$ cat src/rtl/tl_uncached_rr_arbiter_2.sv
// Two-client uncached TileLink arbiter: round-robin acquire with PutBlock beat locking, grants routed by id LSB.
// Zero latency, no buffering; a client's ready follows io_out_acquire_ready only while that client is chosen.
module tl_uncached_rr_arbiter_2 #(
   parameter int XACT_W = 2,
   parameter int DATA_W = 64,
   parameter int BEATS  = 8
) (
   input  logic              clk,
   input  logic              reset,

   output logic              io_in_0_acquire_ready,
   input  logic              io_in_0_acquire_valid,
   input  logic [25:0]       io_in_0_acquire_bits_addr_block,
   input  logic [XACT_W-1:0] io_in_0_acquire_bits_client_xact_id,
   input  logic [2:0]        io_in_0_acquire_bits_addr_beat,
   input  logic              io_in_0_acquire_bits_is_builtin_type,
   input  logic [2:0]        io_in_0_acquire_bits_a_type,
   input  logic [11:0]       io_in_0_acquire_bits_union,
   input  logic [DATA_W-1:0] io_in_0_acquire_bits_data,
   input  logic              io_in_0_grant_ready,
   output logic              io_in_0_grant_valid,
   output logic [2:0]        io_in_0_grant_bits_addr_beat,
   output logic [XACT_W-1:0] io_in_0_grant_bits_client_xact_id,
   output logic              io_in_0_grant_bits_manager_xact_id,
   output logic              io_in_0_grant_bits_is_builtin_type,
   output logic [3:0]        io_in_0_grant_bits_g_type,
   output logic [DATA_W-1:0] io_in_0_grant_bits_data,

   output logic              io_in_1_acquire_ready,
   input  logic              io_in_1_acquire_valid,
   input  logic [25:0]       io_in_1_acquire_bits_addr_block,
   input  logic [XACT_W-1:0] io_in_1_acquire_bits_client_xact_id,
   input  logic [2:0]        io_in_1_acquire_bits_addr_beat,
   input  logic              io_in_1_acquire_bits_is_builtin_type,
   input  logic [2:0]        io_in_1_acquire_bits_a_type,
   input  logic [11:0]       io_in_1_acquire_bits_union,
   input  logic [DATA_W-1:0] io_in_1_acquire_bits_data,
   input  logic              io_in_1_grant_ready,
   output logic              io_in_1_grant_valid,
   output logic [2:0]        io_in_1_grant_bits_addr_beat,
   output logic [XACT_W-1:0] io_in_1_grant_bits_client_xact_id,
   output logic              io_in_1_grant_bits_manager_xact_id,
   output logic              io_in_1_grant_bits_is_builtin_type,
   output logic [3:0]        io_in_1_grant_bits_g_type,
   output logic [DATA_W-1:0] io_in_1_grant_bits_data,

   input  logic              io_out_acquire_ready,
   output logic              io_out_acquire_valid,
   output logic [25:0]       io_out_acquire_bits_addr_block,
   output logic [XACT_W:0]   io_out_acquire_bits_client_xact_id,
   output logic [2:0]        io_out_acquire_bits_addr_beat,
   output logic              io_out_acquire_bits_is_builtin_type,
   output logic [2:0]        io_out_acquire_bits_a_type,
   output logic [11:0]       io_out_acquire_bits_union,
   output logic [DATA_W-1:0] io_out_acquire_bits_data,
   output logic              io_out_grant_ready,
   input  logic              io_out_grant_valid,
   input  logic [2:0]        io_out_grant_bits_addr_beat,
   input  logic [XACT_W:0]   io_out_grant_bits_client_xact_id,
   input  logic              io_out_grant_bits_manager_xact_id,
   input  logic              io_out_grant_bits_is_builtin_type,
   input  logic [3:0]        io_out_grant_bits_g_type,
   input  logic [DATA_W-1:0] io_out_grant_bits_data,

   output logic              lock_active
);

   localparam int CNT_W = $clog2(BEATS);
   localparam logic [CNT_W-1:0] LAST_BEAT = CNT_W'(BEATS - 1);

   typedef enum logic {UNLOCKED = 1'b0, LOCKED = 1'b1} lock_state_t;

   lock_state_t      state, state_nxt;
   logic             owner, owner_nxt;
   logic             last, last_nxt;
   logic [CNT_W-1:0] beat_cnt, beat_cnt_nxt;
   logic             chosen;
   logic             fire;
   logic             multi_beat;
   logic             grant_dst;

   // The favoured client is !last; if it is idle the other one gets the slot.
   always_comb begin
      chosen = owner;
      if (state == UNLOCKED) begin
         if (last ? io_in_0_acquire_valid : io_in_1_acquire_valid)
            chosen = ~last;
         else
            chosen = last;
      end
   end

   assign io_out_acquire_valid = chosen ? io_in_1_acquire_valid : io_in_0_acquire_valid;
   assign io_out_acquire_bits_addr_block = chosen ? io_in_1_acquire_bits_addr_block
                                                  : io_in_0_acquire_bits_addr_block;
   assign io_out_acquire_bits_client_xact_id =
      {(chosen ? io_in_1_acquire_bits_client_xact_id : io_in_0_acquire_bits_client_xact_id), chosen};
   assign io_out_acquire_bits_addr_beat = chosen ? io_in_1_acquire_bits_addr_beat
                                                 : io_in_0_acquire_bits_addr_beat;
   assign io_out_acquire_bits_is_builtin_type = chosen ? io_in_1_acquire_bits_is_builtin_type
                                                       : io_in_0_acquire_bits_is_builtin_type;
   assign io_out_acquire_bits_a_type = chosen ? io_in_1_acquire_bits_a_type
                                              : io_in_0_acquire_bits_a_type;
   assign io_out_acquire_bits_union = chosen ? io_in_1_acquire_bits_union
                                             : io_in_0_acquire_bits_union;
   assign io_out_acquire_bits_data = chosen ? io_in_1_acquire_bits_data
                                            : io_in_0_acquire_bits_data;

   assign fire       = io_out_acquire_valid && io_out_acquire_ready;
   assign multi_beat = io_out_acquire_bits_is_builtin_type && (io_out_acquire_bits_a_type == 3'd3);

   always_ff @(posedge clk or posedge reset) begin
      if (reset) begin
         state    <= UNLOCKED;
         owner    <= 1'b0;
         beat_cnt <= '0;
         last     <= 1'b1;
      end else begin
         state    <= state_nxt;
         owner    <= owner_nxt;
         beat_cnt <= beat_cnt_nxt;
         last     <= last_nxt;
      end
   end

   // Beats are counted by handshake only; addr_beat is not inspected.
   always_comb begin
      state_nxt    = state;
      owner_nxt    = owner;
      beat_cnt_nxt = beat_cnt;
      last_nxt     = last;
      if (fire) begin
         case (state)
            UNLOCKED: begin
               last_nxt = chosen;
               if (multi_beat) begin
                  state_nxt    = LOCKED;
                  owner_nxt    = chosen;
                  beat_cnt_nxt = CNT_W'(1);
               end
            end
            LOCKED: begin
               if (beat_cnt == LAST_BEAT) begin
                  state_nxt    = UNLOCKED;
                  beat_cnt_nxt = '0;
               end else begin
                  beat_cnt_nxt = beat_cnt + CNT_W'(1);
               end
            end
            default: state_nxt = UNLOCKED;
         endcase
      end
   end

   always_comb begin
      lock_active           = (state == LOCKED);
      io_in_0_acquire_ready = io_out_acquire_ready && !chosen;
      io_in_1_acquire_ready = io_out_acquire_ready && chosen;
   end

   // Grants route on the client index carried in the id LSB, independent of the acquire lock.
   assign grant_dst           = io_out_grant_bits_client_xact_id[0];
   assign io_in_0_grant_valid = io_out_grant_valid && !grant_dst;
   assign io_in_1_grant_valid = io_out_grant_valid && grant_dst;
   assign io_out_grant_ready  = grant_dst ? io_in_1_grant_ready : io_in_0_grant_ready;

   assign io_in_0_grant_bits_addr_beat       = io_out_grant_bits_addr_beat;
   assign io_in_0_grant_bits_client_xact_id  = io_out_grant_bits_client_xact_id[XACT_W:1];
   assign io_in_0_grant_bits_manager_xact_id = io_out_grant_bits_manager_xact_id;
   assign io_in_0_grant_bits_is_builtin_type = io_out_grant_bits_is_builtin_type;
   assign io_in_0_grant_bits_g_type          = io_out_grant_bits_g_type;
   assign io_in_0_grant_bits_data            = io_out_grant_bits_data;

   assign io_in_1_grant_bits_addr_beat       = io_out_grant_bits_addr_beat;
   assign io_in_1_grant_bits_client_xact_id  = io_out_grant_bits_client_xact_id[XACT_W:1];
   assign io_in_1_grant_bits_manager_xact_id = io_out_grant_bits_manager_xact_id;
   assign io_in_1_grant_bits_is_builtin_type = io_out_grant_bits_is_builtin_type;
   assign io_in_1_grant_bits_g_type          = io_out_grant_bits_g_type;
   assign io_in_1_grant_bits_data            = io_out_grant_bits_data;

endmodule

$ cat config.mk
export PLATFORM = sky130hd
export DESIGN_NAME = tl_uncached_rr_arbiter_2
export DESIGN_NICKNAME = d
export VERILOG_FILES = /design/src/rtl/tl_uncached_rr_arbiter_2.sv
export SDC_FILE = /design/constraint.sdc
export NUM_CORES = 1
export LEC_CHECK = 0
export ABC_AREA = 1
export CORE_AREA = 2 2 224 226
export DETAILED_ROUTE_END_ITERATION = 10
export DIE_AREA = 0 0 226 228
export DONT_BUFFER_PORTS = 1
export PLACE_DENSITY = 0.3
export SETUP_SLACK_MARGIN = 0.4
export SYNTH_ARGS = -nofsm -noshare
export SYNTH_HDL_FRONTEND = slang
export SYNTH_SLANG_ARGS = --single-unit
$ cat constraint.sdc
create_clock -name clk -period 1.4 [get_ports clk]
set_input_delay 0.21 -clock clk [delete_from_list [all_inputs] [get_ports clk]]
set_output_delay 0.21 -clock clk [all_outputs]
set_load 0.01 [all_outputs]
== After elaboration in Yosys (flattened, before gate mapping) ==
Index checks and enable logic that the tools add are counted.
Word-level totals
  logic and storage cells: 39
  register bits: 6
Operators by class
  add/subtract/negate cells: 1
  reductions and logical operators: 11
  eq/ne operators: 3
  bitwise gates (word level): 2
  muxes and demuxes: 18
Operators by type and width (count)
  $mux 64: 1
  $mux 26: 1
  $mux 12: 1
  $mux 3: 4
  $mux 1: 8
  $logic_and 1x1->1: 6
  $pmux 3 s2: 1
  $reduce_and 2->1: 2
  $add 3x1->3 const B: 1
  $eq 3x2->1 const B: 1
  $eq 3x3->1 const B: 1
  $reduce_and 3->1: 1
  $logic_not 1->1: 2
  $mux 2: 1
  $ne 2x2->1 const B: 1
  $not 1->1: 2
  $pmux 1 s2: 1

== Logic depth before layout (Yosys ltp) ==
Gate-level depths: netlist of the first run.
  depth after elaboration: 8
  gate-level depth with buffers: 12
  gate-level depth less buffers: 12

== Worst setup path before layout of the first run ==
OpenSTA, ideal clock, no wires.
  kind: flip-flop to output port
  from: register last
  to: output io_out_acquire_bits_addr_beat[0]
  path slack: -0.176 ns
  data arrival time: 1.366 ns
  data required time: 1.190 ns
  cell stages (with the launch flop): 9
  path buffers: 2
  cells stage by stage: dfstp_2 -> inv_1 -> nand2_1 -> nand3_2 -> nand2_2 -> buf_2 -> buf_2 -> nand2_1 -> nand2_1
Between the ends
  cells in the longest elaborated chain, start to end: 4
  elaborated cells between the ends (all ways): 5
Ends and longest elaborated chain
  from (decl): line 75  | logic last, last_nxt;
  from (signal assigned): line 122  | last <= last_nxt;
  $mux 1 or $not 1->1 (tied branches): line 86, 87
  $mux 1 *: line 86  | if (last ? io_in_0_acquire_valid : io_in_1_acquire_valid)
  $mux 1 *: line 85  | if (state == UNLOCKED) begin
  $mux 3 *: line 98  | assign io_out_acquire_bits_addr_beat = chosen ? io_in_1_acquire_bits_addr_beat
  to (decl): line 51  | output logic [2:0] io_out_acquire_bits_addr_beat,
Every way passes the cells marked *; elsewhere a longest branch is shown, timed or not.

== Final worst setup path of the first run ==
  from: register last
  to: output io_out_acquire_bits_a_type[2]
Between the ends
  cells in the longest elaborated chain, start to end: 4
  elaborated cells between the ends (all ways): 5
Ends and longest elaborated chain
  $mux 1 or $not 1->1 (tied branches): line 86, 87
  $mux 1 *: line 86
  $mux 1 *: line 85
  $mux 3 *: line 102  | assign io_out_acquire_bits_a_type = chosen ? io_in_1_acquire_bits_a_type
  to (decl): line 53  | output logic [2:0] io_out_acquire_bits_a_type,
Marks and branches as above.

==> report_table.html, run 1 <==
<table>
<tr><th>Metric</th><th>Value</th></tr>
<tr><th colspan="2">Run</th></tr>
<tr><td>Number of maximum-capacitance violations</td><td>0</td></tr>
<tr><th colspan="2">Final layout</th></tr>
<tr><td>Final Core Density</td><td>0.0940</td></tr>
<tr><td>Proportion of layout cells with a drive suffix above 1</td><td>0.627</td></tr>
<tr><td>Syn-to-layout area delta</td><td>49.7%</td></tr>
<tr><td>Number of filler instances in the final layout</td><td>5696</td></tr>
<tr><td>Number of nets in the layout</td><td>770</td></tr>
<tr><th colspan="2">Power and ir drop</th></tr>
<tr><td>Overall power of the completed layout</td><td>roughly 13000 uW</td></tr>
<tr><td>VDD IR-drop max</td><td>0.942 mV</td></tr>
<tr><td>Static power due to leakage</td><td>0.00210 uW</td></tr>
<tr><td>P per Cell Area</td><td>around 2700 nW/um^2</td></tr>
<tr><th colspan="2">Worst setup path</th></tr>
<tr><td>Critical Path Start Type</td><td>register</td></tr>
<tr><td>Arr. time, crit path</td><td>1.66 ns</td></tr>
<tr><td>Worst Path Required</td><td>1.19 ns</td></tr>
<tr><td>Worst R2R End</td><td>owner$_DFFE_PP0P_</td></tr>
<tr><td>Crit path capture</td><td>io_out_acquire_bits_a_type[2]</td></tr>
<tr><td>Minimum setup slack among reg-to-reg paths</td><td>-0.40 ns</td></tr>
<tr><td>Kind of critical path</td><td>reg -&gt; out</td></tr>
<tr><td>Crit path launch</td><td>last$_DFFE_PP1P_</td></tr>
<tr><td>Worst Reg2Reg Path Length in Cells</td><td>14</td></tr>
<tr><td>Worst-path fanout max</td><td>4</td></tr>
<tr><td>RR Startpoint</td><td>last$_DFFE_PP1P_</td></tr>
<tr><td>Setup crit end kind</td><td>output pin</td></tr>
<tr><th colspan="2">Floorplan</th></tr>
<tr><td>Std cell rows</td><td>82</td></tr>
<tr><td>Placeable Area</td><td>49300 sq um</td></tr>
<tr><td>Top-level port count</td><td>575</td></tr>
<tr><td>Die Y</td><td>roughly 230 um</td></tr>
<tr><td>Effective utilization at floorplan</td><td>0.0628</td></tr>
<tr><td>Die area</td><td>between 50000 and 60000 sq um</td></tr>
<tr><td>Die width</td><td>226 um</td></tr>
<tr><th colspan="2">Clock network</th></tr>
<tr><td>Clock latency on the worst-skew pair</td><td>0.23 ns</td></tr>
<tr><td>Total clock buffers created by CTS</td><td>3</td></tr>
<tr><td>Clk pin slew, worst setup/hold paths</td><td>0.04 ns</td></tr>
<tr><td>Htree depth</td><td>1</td></tr>
<tr><td>Root Buffer</td><td>clkbuf_16</td></tr>
<tr><td>TritonCTS Sinks</td><td>6</td></tr>
<tr><td>Number of buffers on the longest clock path</td><td>2</td></tr>
<tr><td>TritonCTS clock tree</td><td>yes</td></tr>
<tr><th colspan="2">Synthesis</th></tr>
<tr><td>Biggest area contributors in the synthesized netlist</td><td>nand2_1, buf_4, dfrtp_1, buf_6, nand3_1</td></tr>
<tr><td>Unique cell type count in the Yosys netlist</td><td>23</td></tr>
<tr><td>Number of storage elements in the synthesis netlist</td><td>6</td></tr>
<tr><td>Ys Warns</td><td>0</td></tr>
<tr><td>Synthesized net count</td><td>~900</td></tr>
<tr><td>Sequential area share after synthesis</td><td>0.0488</td></tr>
<tr><td>Library cell occupying the most area in the post-synthesis netlist</td><td>nand2_1</td></tr>
<tr><td>Most instantiated cells after synthesis</td><td>nand2_1, buf_4, inv_1</td></tr>
<tr><td>Leading cell type by number of instances after synthesis</td><td>nand2_1</td></tr>
<tr><td>Most used DFF post-synth</td><td>dfrtp_1</td></tr>
<tr><td>EDFF count, synth</td><td>0</td></tr>
<tr><td>Area of the mapped netlist</td><td>3100 sq um</td></tr>
<tr><td>Per-instance average area after synthesis</td><td>5.32 sq um</td></tr>
<tr><td>Area share of the largest cell type after synthesis</td><td>0.419</td></tr>
<tr><td>FFs w/ async S/R, synth</td><td>1.00</td></tr>
<tr><td>Post-Syn Instances</td><td>583</td></tr>
<tr><th colspan="2">STA</th></tr>
<tr><td>RSZ-0062 raised after global routing</td><td>yes</td></tr>
<tr><td>Min setup slack post-route</td><td>-0.466 ns</td></tr>
<tr><td>Number of hold violations in the final report</td><td>0</td></tr>
<tr><td>Post-layout min period</td><td>1.87 ns</td></tr>
<tr><td>Max Slew Vio Count</td><td>0</td></tr>
<tr><td>Fmax</td><td>approximately 0.54 GHz</td></tr>
<tr><td>Transition time at the pin with the least slew margin</td><td>~0.32 ns</td></tr>
<tr><td>Number of failing setup endpoints in the final timing report</td><td>121</td></tr>
<tr><td>Final clock period utilization by the worst path</td><td>1.33</td></tr>
<tr><td>Final clock skew</td><td>between 0.002 and 0.003 ns</td></tr>
<tr><td>Max-slew headroom</td><td>0.786</td></tr>
<tr><td>Final worst hold slack</td><td>0.353 ns</td></tr>
<tr><th colspan="2">GRT</th></tr>
<tr><td>Tot GR Track Use</td><td>0.0610</td></tr>
<tr><td>Grt met3 use</td><td>0.0229</td></tr>
<tr><td>Pin count of the biggest net entering global routing</td><td>56</td></tr>
<tr><td>Global Route met2 Usage</td><td>0.114</td></tr>
<tr><td>Global-route wire length before repair</td><td>about 22000 um</td></tr>
<tr><td>Most Crowded Layer GR</td><td>met2</td></tr>
<tr><td>Initial antenna violation count</td><td>2</td></tr>
<tr><td>Total congestion overflow after global routing</td><td>0</td></tr>
<tr><td>Via count of the first global-routing pass</td><td>2936</td></tr>
<tr><td>Fraction of met1 tracks used by global routing</td><td>0.0562</td></tr>
<tr><th colspan="2">Route</th></tr>
<tr><td>Mean routed wirelength per cell</td><td>16.7 um</td></tr>
<tr><td>Via density per instance</td><td>2.72</td></tr>
<tr><td>Routed WL</td><td>18900 um</td></tr>
<tr><td>DR pass1 iterations</td><td>4</td></tr>
<tr><td>Antenna-violating nets left</td><td>0</td></tr>
<tr><td>Via count</td><td>3088</td></tr>
<tr><td>Total DRC errors in the routed layout</td><td>0</td></tr>
<tr><td>Starting DRT DRC Count</td><td>87</td></tr>
<tr><th colspan="2">Status</th></tr>
<tr><td>Run status</td><td>complete, but fails checks</td></tr>
<tr><td>Failing checks</td><td>setup timing</td></tr>
<tr><th colspan="2">Place</th></tr>
<tr><td>Detailed placer's ending HPWL</td><td>approximately 12000 um</td></tr>
<tr><td>Final weighted congestion in routability-driven placement</td><td>0.722</td></tr>
<tr><td>Number of buffers inserted by port buffering</td><td>0</td></tr>
<tr><td>Worst setup slack before clock tree synthesis</td><td>-0.284 ns</td></tr>
<tr><th colspan="2">Worst hold path</th></tr>
<tr><td>Worst min path class</td><td>in -&gt; async</td></tr>
</table>
-- cell families (layout without fill, tap and decap cells) --
family                     Yosys count  after routing  synth area share
and+or+nand+nor                    378            378             0.487
buffers and inverters              194             72             0.449
DFF                                  6              6            0.0489
adders and majority gates            2              2           0.00807
AOI/OAI and AO/OA                    2              2           0.00323
muxes                                1              1           0.00363
other                                0              1                 0
-- how the worst min path moves through the flow --
stage / startpoint / end / slack, ns / depth (start not counted)
5_1_grt: reset / beat_cnt[1]$_DFFE_PP0P_ / 0.38 / 2
3_3_place_gp: reset / beat_cnt[1]$_DFFE_PP0P_ / 0.06 / 1
4_1_cts: reset / beat_cnt[1]$_DFFE_PP0P_ / 0.36 / 2
3_5_place_dp: reset / beat_cnt[1]$_DFFE_PP0P_ / 0.06 / 1
6_report: reset / beat_cnt[1]$_DFFE_PP0P_ / 0.35 / 2
2_1_floorplan: reset / beat_cnt[0]$_DFFE_PP0P_ / 0.0002 / 1
-- flip-flops by register name, indices dropped and copies added, names as in the netlist --
name / cells
owner: 1
beat_cnt: 3
last: 1
lock_active: 1
-- timing repair --
| action | CTS | global route |
|---|---|---|
| pin swaps | 37 | 58 |
| gates cloned | 11 | 4 |
| endpoints found under the setup margin | 122 | 122 |
| endpoints found under the hold margin | 5 | 0 |
| buffers inserted | 12 | 2 |
| hold buffers | 1 | 0 |
| resized for setup | 202 | 99 |
-- critical path, cell delays in order (launching register included) --
cell and delay, ns:
dfstp_2 0.56, inv_2 0.05, nand2_2 0.07, nand3_4 0.09
buf_4 0.15, buf_4 0.13, nand3_2 0.06, nand2_2 0.05
buf_4 0.12, buf_4 0.13
-- per-layer routing --
layer	wire length (um)	vias up
met5	0	-
met4	962	0
met3	2100	47
met2	9440	353
met1	6380	1333
li1	-	1355
-- stage by stage --
stage,instances,area (sq um),TNS [ns]
after floorplan,583,3280,-8.42
after global placement,1099,2950,-20.84
after detailed placement,1099,2950,-23.63
after CTS,1127,4150,-49.02
after global routing,1134,4640,-56.57
final,1134,4640,-48.59
-- cell type report --
| type | count | area (sq um) | area share |
|---|---|---|---|
| multi-input combinational | 383 | 2660 | 0.573 |
| tap | 672 | 841 | 0.181 |
| timing repair buffer | 49 | 828 | 0.179 |
| sequential | 6 | 153 | 0.0329 |
| clock buffer | 4 | 78.8 | 0.0170 |
| inverter | 19 | 76.3 | 0.0165 |
| antenna | 1 | 2.50 | 0.000540 |
-- power by group --
part           switching, uW  leakage [uW]  internal, uW  total, uW
sequential              75.5     0.0000721           263        339
clock                    114     0.0000382           379        493
combinational           7020       0.00199          4670      11700
total                   7210       0.00210          5310      12500
-- placed cells by master (no fill, tap or decap), types with 2 or more instances in the layout --
master and instances:
nand3_2 7, buf_6 8, ha_1 2, nand2_4 97, inv_1 12, nand2_2 112, nor2_4 4, inv_2 5
nand3_4 3, buf_12 4, buf_4 16, nand2_8 2, clkbuf_16 7, nand3_1 5, dfrtp_1 4, inv_4 2
buf_16 15, nand2_1 143
(Power assumes the default switching activity.)
==> run 2, diff against run 1 <==
--- a/config.mk
+++ b/config.mk
@@ -6,9 +6,10 @@
 export NUM_CORES = 1
 export LEC_CHECK = 0
 export ABC_AREA = 1
-export CORE_AREA = 2 2 224 226
+export CORE_AREA = 2 2 223 225
+export CTS_BUF_LIST = sky130_fd_sc_hd__clkbuf_4
 export DETAILED_ROUTE_END_ITERATION = 10
-export DIE_AREA = 0 0 226 228
+export DIE_AREA = 0 0 225 227
 export DONT_BUFFER_PORTS = 1
 export PLACE_DENSITY = 0.3
 export SETUP_SLACK_MARGIN = 0.4
==> run 2 against run 1 <==
  * The flow still finishes with violations (setup timing)
  * Utilization grew 0.12 points
  * Non-clock buffer count grew 4
  * Combinational power is essentially flat
  * Sequential power about the same
  * Sequential share of layout area hardly changed
  * Clock skew barely moved
  * Die area down 0.88%
  * First-iteration DRC count down 21%
  * Critical endpoint is now io_out_acquire_bits_client_xact_id[1]
  * Highest routed layer unchanged
==> report_table.html, run 2 (synthesis results as in run 1) <==
<table>
<tr><th>Metric</th><th>Value</th></tr>
<tr><th colspan="2">Status</th></tr>
<tr><td>Run status</td><td>complete, but fails checks</td></tr>
<tr><td>Failing checks</td><td>setup timing</td></tr>
<tr><th colspan="2">Worst setup path</th></tr>
<tr><td>Kind of critical path</td><td>reg -&gt; out</td></tr>
<tr><td>Delay contributed by the slowest stage of the critical path</td><td>0.56 ns</td></tr>
<tr><td>CP dominant cell by count</td><td>nand2_2</td></tr>
<tr><td>Setup crit end kind</td><td>output pin</td></tr>
<tr><td>Critical Path Start Type</td><td>register</td></tr>
<tr><td>Arr. time, crit path</td><td>1.68 ns</td></tr>
<tr><td>Worst-path cell chain</td><td>inv_2, nand2_2, nand3_4, nand2_4, buf_12, buf_16, nand2_1, nand2_2</td></tr>
<tr><td>Highest-delay cell along the critical path</td><td>dfstp_2</td></tr>
<tr><td>Worst Path Required</td><td>1.19 ns</td></tr>
<tr><td>Worst-path fanout max</td><td>23</td></tr>
<tr><th colspan="2">STA</th></tr>
<tr><td>Fmax</td><td>0.529 GHz</td></tr>
<tr><td>Number of hold violations in the final report</td><td>0</td></tr>
<tr><td>Final worst hold slack</td><td>0.343 ns</td></tr>
<tr><td>Final clock skew</td><td>0.00260 ns</td></tr>
<tr><td>Min setup slack post-route</td><td>-0.492 ns</td></tr>
<tr><td>RSZ-0062 raised after global routing</td><td>yes</td></tr>
<tr><td>Transition time at the pin with the least slew margin</td><td>approximately 0.39 ns</td></tr>
<tr><td>Max-slew headroom</td><td>0.739</td></tr>
<tr><td>Max Slew Vio Count</td><td>0</td></tr>
<tr><td>Final setup TNS</td><td>-53.48 ns</td></tr>
<tr><td>Final clock period utilization by the worst path</td><td>1.35</td></tr>
<tr><td>Post-layout min period</td><td>1.89 ns</td></tr>
<tr><td>Number of failing setup endpoints in the final timing report</td><td>121</td></tr>
<tr><th colspan="2">Floorplan</th></tr>
<tr><td>Effective utilization at floorplan</td><td>0.0638</td></tr>
<tr><td>Die width</td><td>225 um</td></tr>
<tr><td>Top-level port count</td><td>around 580</td></tr>
<tr><td>Die Y</td><td>~230 um</td></tr>
<tr><td>Die area</td><td>51100 sq um</td></tr>
<tr><td>Placeable Area</td><td>48500 sq um</td></tr>
<tr><td>Std cell rows</td><td>81</td></tr>
<tr><th colspan="2">Route</th></tr>
<tr><td>Total DRC errors in the routed layout</td><td>0</td></tr>
<tr><td>Antenna-violating nets left</td><td>0</td></tr>
<tr><td>Routed WL</td><td>between 15000 and 20000 um</td></tr>
<tr><td>DR pass1 iterations</td><td>4</td></tr>
<tr><td>Via density per instance</td><td>approximately 2.9</td></tr>
<tr><td>Mean routed wirelength per cell</td><td>16.4 um</td></tr>
<tr><td>Via count</td><td>between 3000 and 4000</td></tr>
<tr><td>Starting DRT DRC Count</td><td>69</td></tr>
<tr><th colspan="2">GRT</th></tr>
<tr><td>Initial antenna violation count</td><td>1</td></tr>
<tr><td>Total congestion overflow after global routing</td><td>0</td></tr>
<tr><td>Global-route wire length before repair</td><td>a little over 20000 um</td></tr>
<tr><td>Pin count of the biggest net entering global routing</td><td>46</td></tr>
<tr><td>Tot GR Track Use</td><td>0.0583</td></tr>
<tr><td>Via count of the first global-routing pass</td><td>approximately 2900</td></tr>
<tr><th colspan="2">Final layout</th></tr>
<tr><td>Commonest cells after routing, fill and taps aside</td><td>nand2_1, nand2_4, nand2_2</td></tr>
<tr><td>Area of all placed cells without fillers</td><td>4620 sq um</td></tr>
<tr><td>Finished Layout Cells</td><td>1088</td></tr>
<tr><td>Syn-to-layout area delta</td><td>49.1%</td></tr>
<tr><td>Most common library cell in the layout ignoring fill and taps</td><td>nand2_1</td></tr>
<tr><td>Number of nets in the layout</td><td>774</td></tr>
<tr><td>Register containing the most flip-flops in the final layout</td><td>beat_cnt</td></tr>
<tr><td>Number of flip-flops in the largest register</td><td>3</td></tr>
<tr><td>Proportion of layout cells with a drive suffix above 1</td><td>0.630</td></tr>
<tr><th colspan="2">Power and ir drop</th></tr>
<tr><td>Static power due to leakage</td><td>roughly 0.0022 uW</td></tr>
<tr><td>P per Cell Area</td><td>approximately 2700 nW/um^2</td></tr>
<tr><td>VDD IR-drop max</td><td>between 1 and 1.5 mV</td></tr>
<tr><th colspan="2">Place</th></tr>
<tr><td>Final weighted congestion in routability-driven placement</td><td>approximately 0.73</td></tr>
<tr><td>Number of buffers inserted by port buffering</td><td>0</td></tr>
<tr><td>Cell area after placement</td><td>2920 sq um</td></tr>
<tr><td>Worst setup slack before clock tree synthesis</td><td>-0.352 ns</td></tr>
<tr><td>Detailed placer's ending HPWL</td><td>11000 um</td></tr>
<tr><td>Cell count after placement</td><td>1053</td></tr>
<tr><th colspan="2">Clock network</th></tr>
<tr><td>Root Buffer</td><td>clkbuf_4</td></tr>
<tr><td>Number of buffers on the longest clock path</td><td>2</td></tr>
<tr><td>Total clock buffers created by CTS</td><td>3</td></tr>
<tr><td>TritonCTS clock tree</td><td>yes</td></tr>
<tr><td>TritonCTS Sinks</td><td>6</td></tr>
<tr><td>Htree depth</td><td>1</td></tr>
<tr><td>Clock latency on the worst-skew pair</td><td>about 0.24 ns</td></tr>
<tr><td>Clk pin slew, worst setup/hold paths</td><td>0.05 ns</td></tr>
<tr><th colspan="2">Worst hold path</th></tr>
<tr><td>Worst min path class</td><td>in -&gt; async</td></tr>
<tr><th colspan="2">Run</th></tr>
<tr><td>Number of maximum-capacitance violations</td><td>0</td></tr>
</table>
run 2: cell types whose count changed in the layout (fill, tap and decap cells not counted), sizes merged:
cell	change
clkbuf	-3
buf	+7
run 2: cell type report:
class | instances | area [sq um]
timing repair buffer | 53 | 893
sequential | 6 | 153
tap | 622 | 778
fill | 5615 | 43900
inverter | 19 | 81.3
antenna | 1 | 2.50
multi-input combinational | 383 | 2680
clock buffer | 4 | 30.0
run 2: path summary, 6_finish.rpt:
path                                                start  slack (ns)                                    end  cells past startpoint
min in group clk           io_in_0_acquire_bits_a_type[2]        0.40                beat_cnt[2]$_DFFE_PP0P_                      6
max                                      last$_DFFE_PP1P_       -0.49  io_out_acquire_bits_client_xact_id[1]                      8
max reg2reg                              last$_DFFE_PP1P_       -0.45                      owner$_DFFE_PP0P_                     14
max in group asynchronous                           reset        0.79                       last$_DFFE_PP1P_                      2
min                                                 reset        0.34                beat_cnt[2]$_DFFE_PP0P_                      2
min reg2reg                       beat_cnt[1]$_DFFE_PP0P_        0.53                beat_cnt[1]$_DFFE_PP0P_                      2
run 2: timing repair:
action                                  CTS  global route
resized for setup                       170           145
endpoints found under the setup margin  122           122
hold buffers                              1             0
endpoints found under the hold margin     5             0
cloned                                   13             1
buffers inserted                         11             4
pin swaps                                23            48
run 2: stage by stage:
stage	util	power, uW
final	0.0952	12400
after global routing	0.0952	13400
after CTS	0.0824	11200
after detailed placement	0.0601	6430
after global placement	0.0601	6400
after floorplan	-	5800
run 2: metal layers:
metal / track usage / vias to the layer above / part of all wire
met5: 0 / - / 0
met4: 0.0340 / 0 / 0.045
met2: 0.108 / 327 / 0.52
met3: 0.0230 / 58 / 0.11
li1: - / 1353 / -
met1: 0.0542 / 1368 / 0.33
run 2: power breakdown:
group	leakage [uW]	internal, uW	switching (uW)
sequential	0.0000721	263	78.0
combinational	0.00208	4810	7090
clock	0.0000184	127	63.2
total	0.00217	5200	7240
run 2: critical path: cells and delay by family (launching register included):
kind          cells  cell delay, ns
simple gates      5            0.47
flops             1            0.56
buf+inv           3            0.39
==> run 3, diff against run 2 <==
--- a/config.mk
+++ b/config.mk
@@ -12,6 +12,7 @@
 export DIE_AREA = 0 0 225 227
 export DONT_BUFFER_PORTS = 1
 export PLACE_DENSITY = 0.3
+export RECOVER_POWER = 25
 export SETUP_SLACK_MARGIN = 0.4
 export SYNTH_ARGS = -nofsm -noshare
 export SYNTH_HDL_FRONTEND = slang
==> results of run 3 <==
The final DEF is identical to that of run 2; final timing and power are the same.
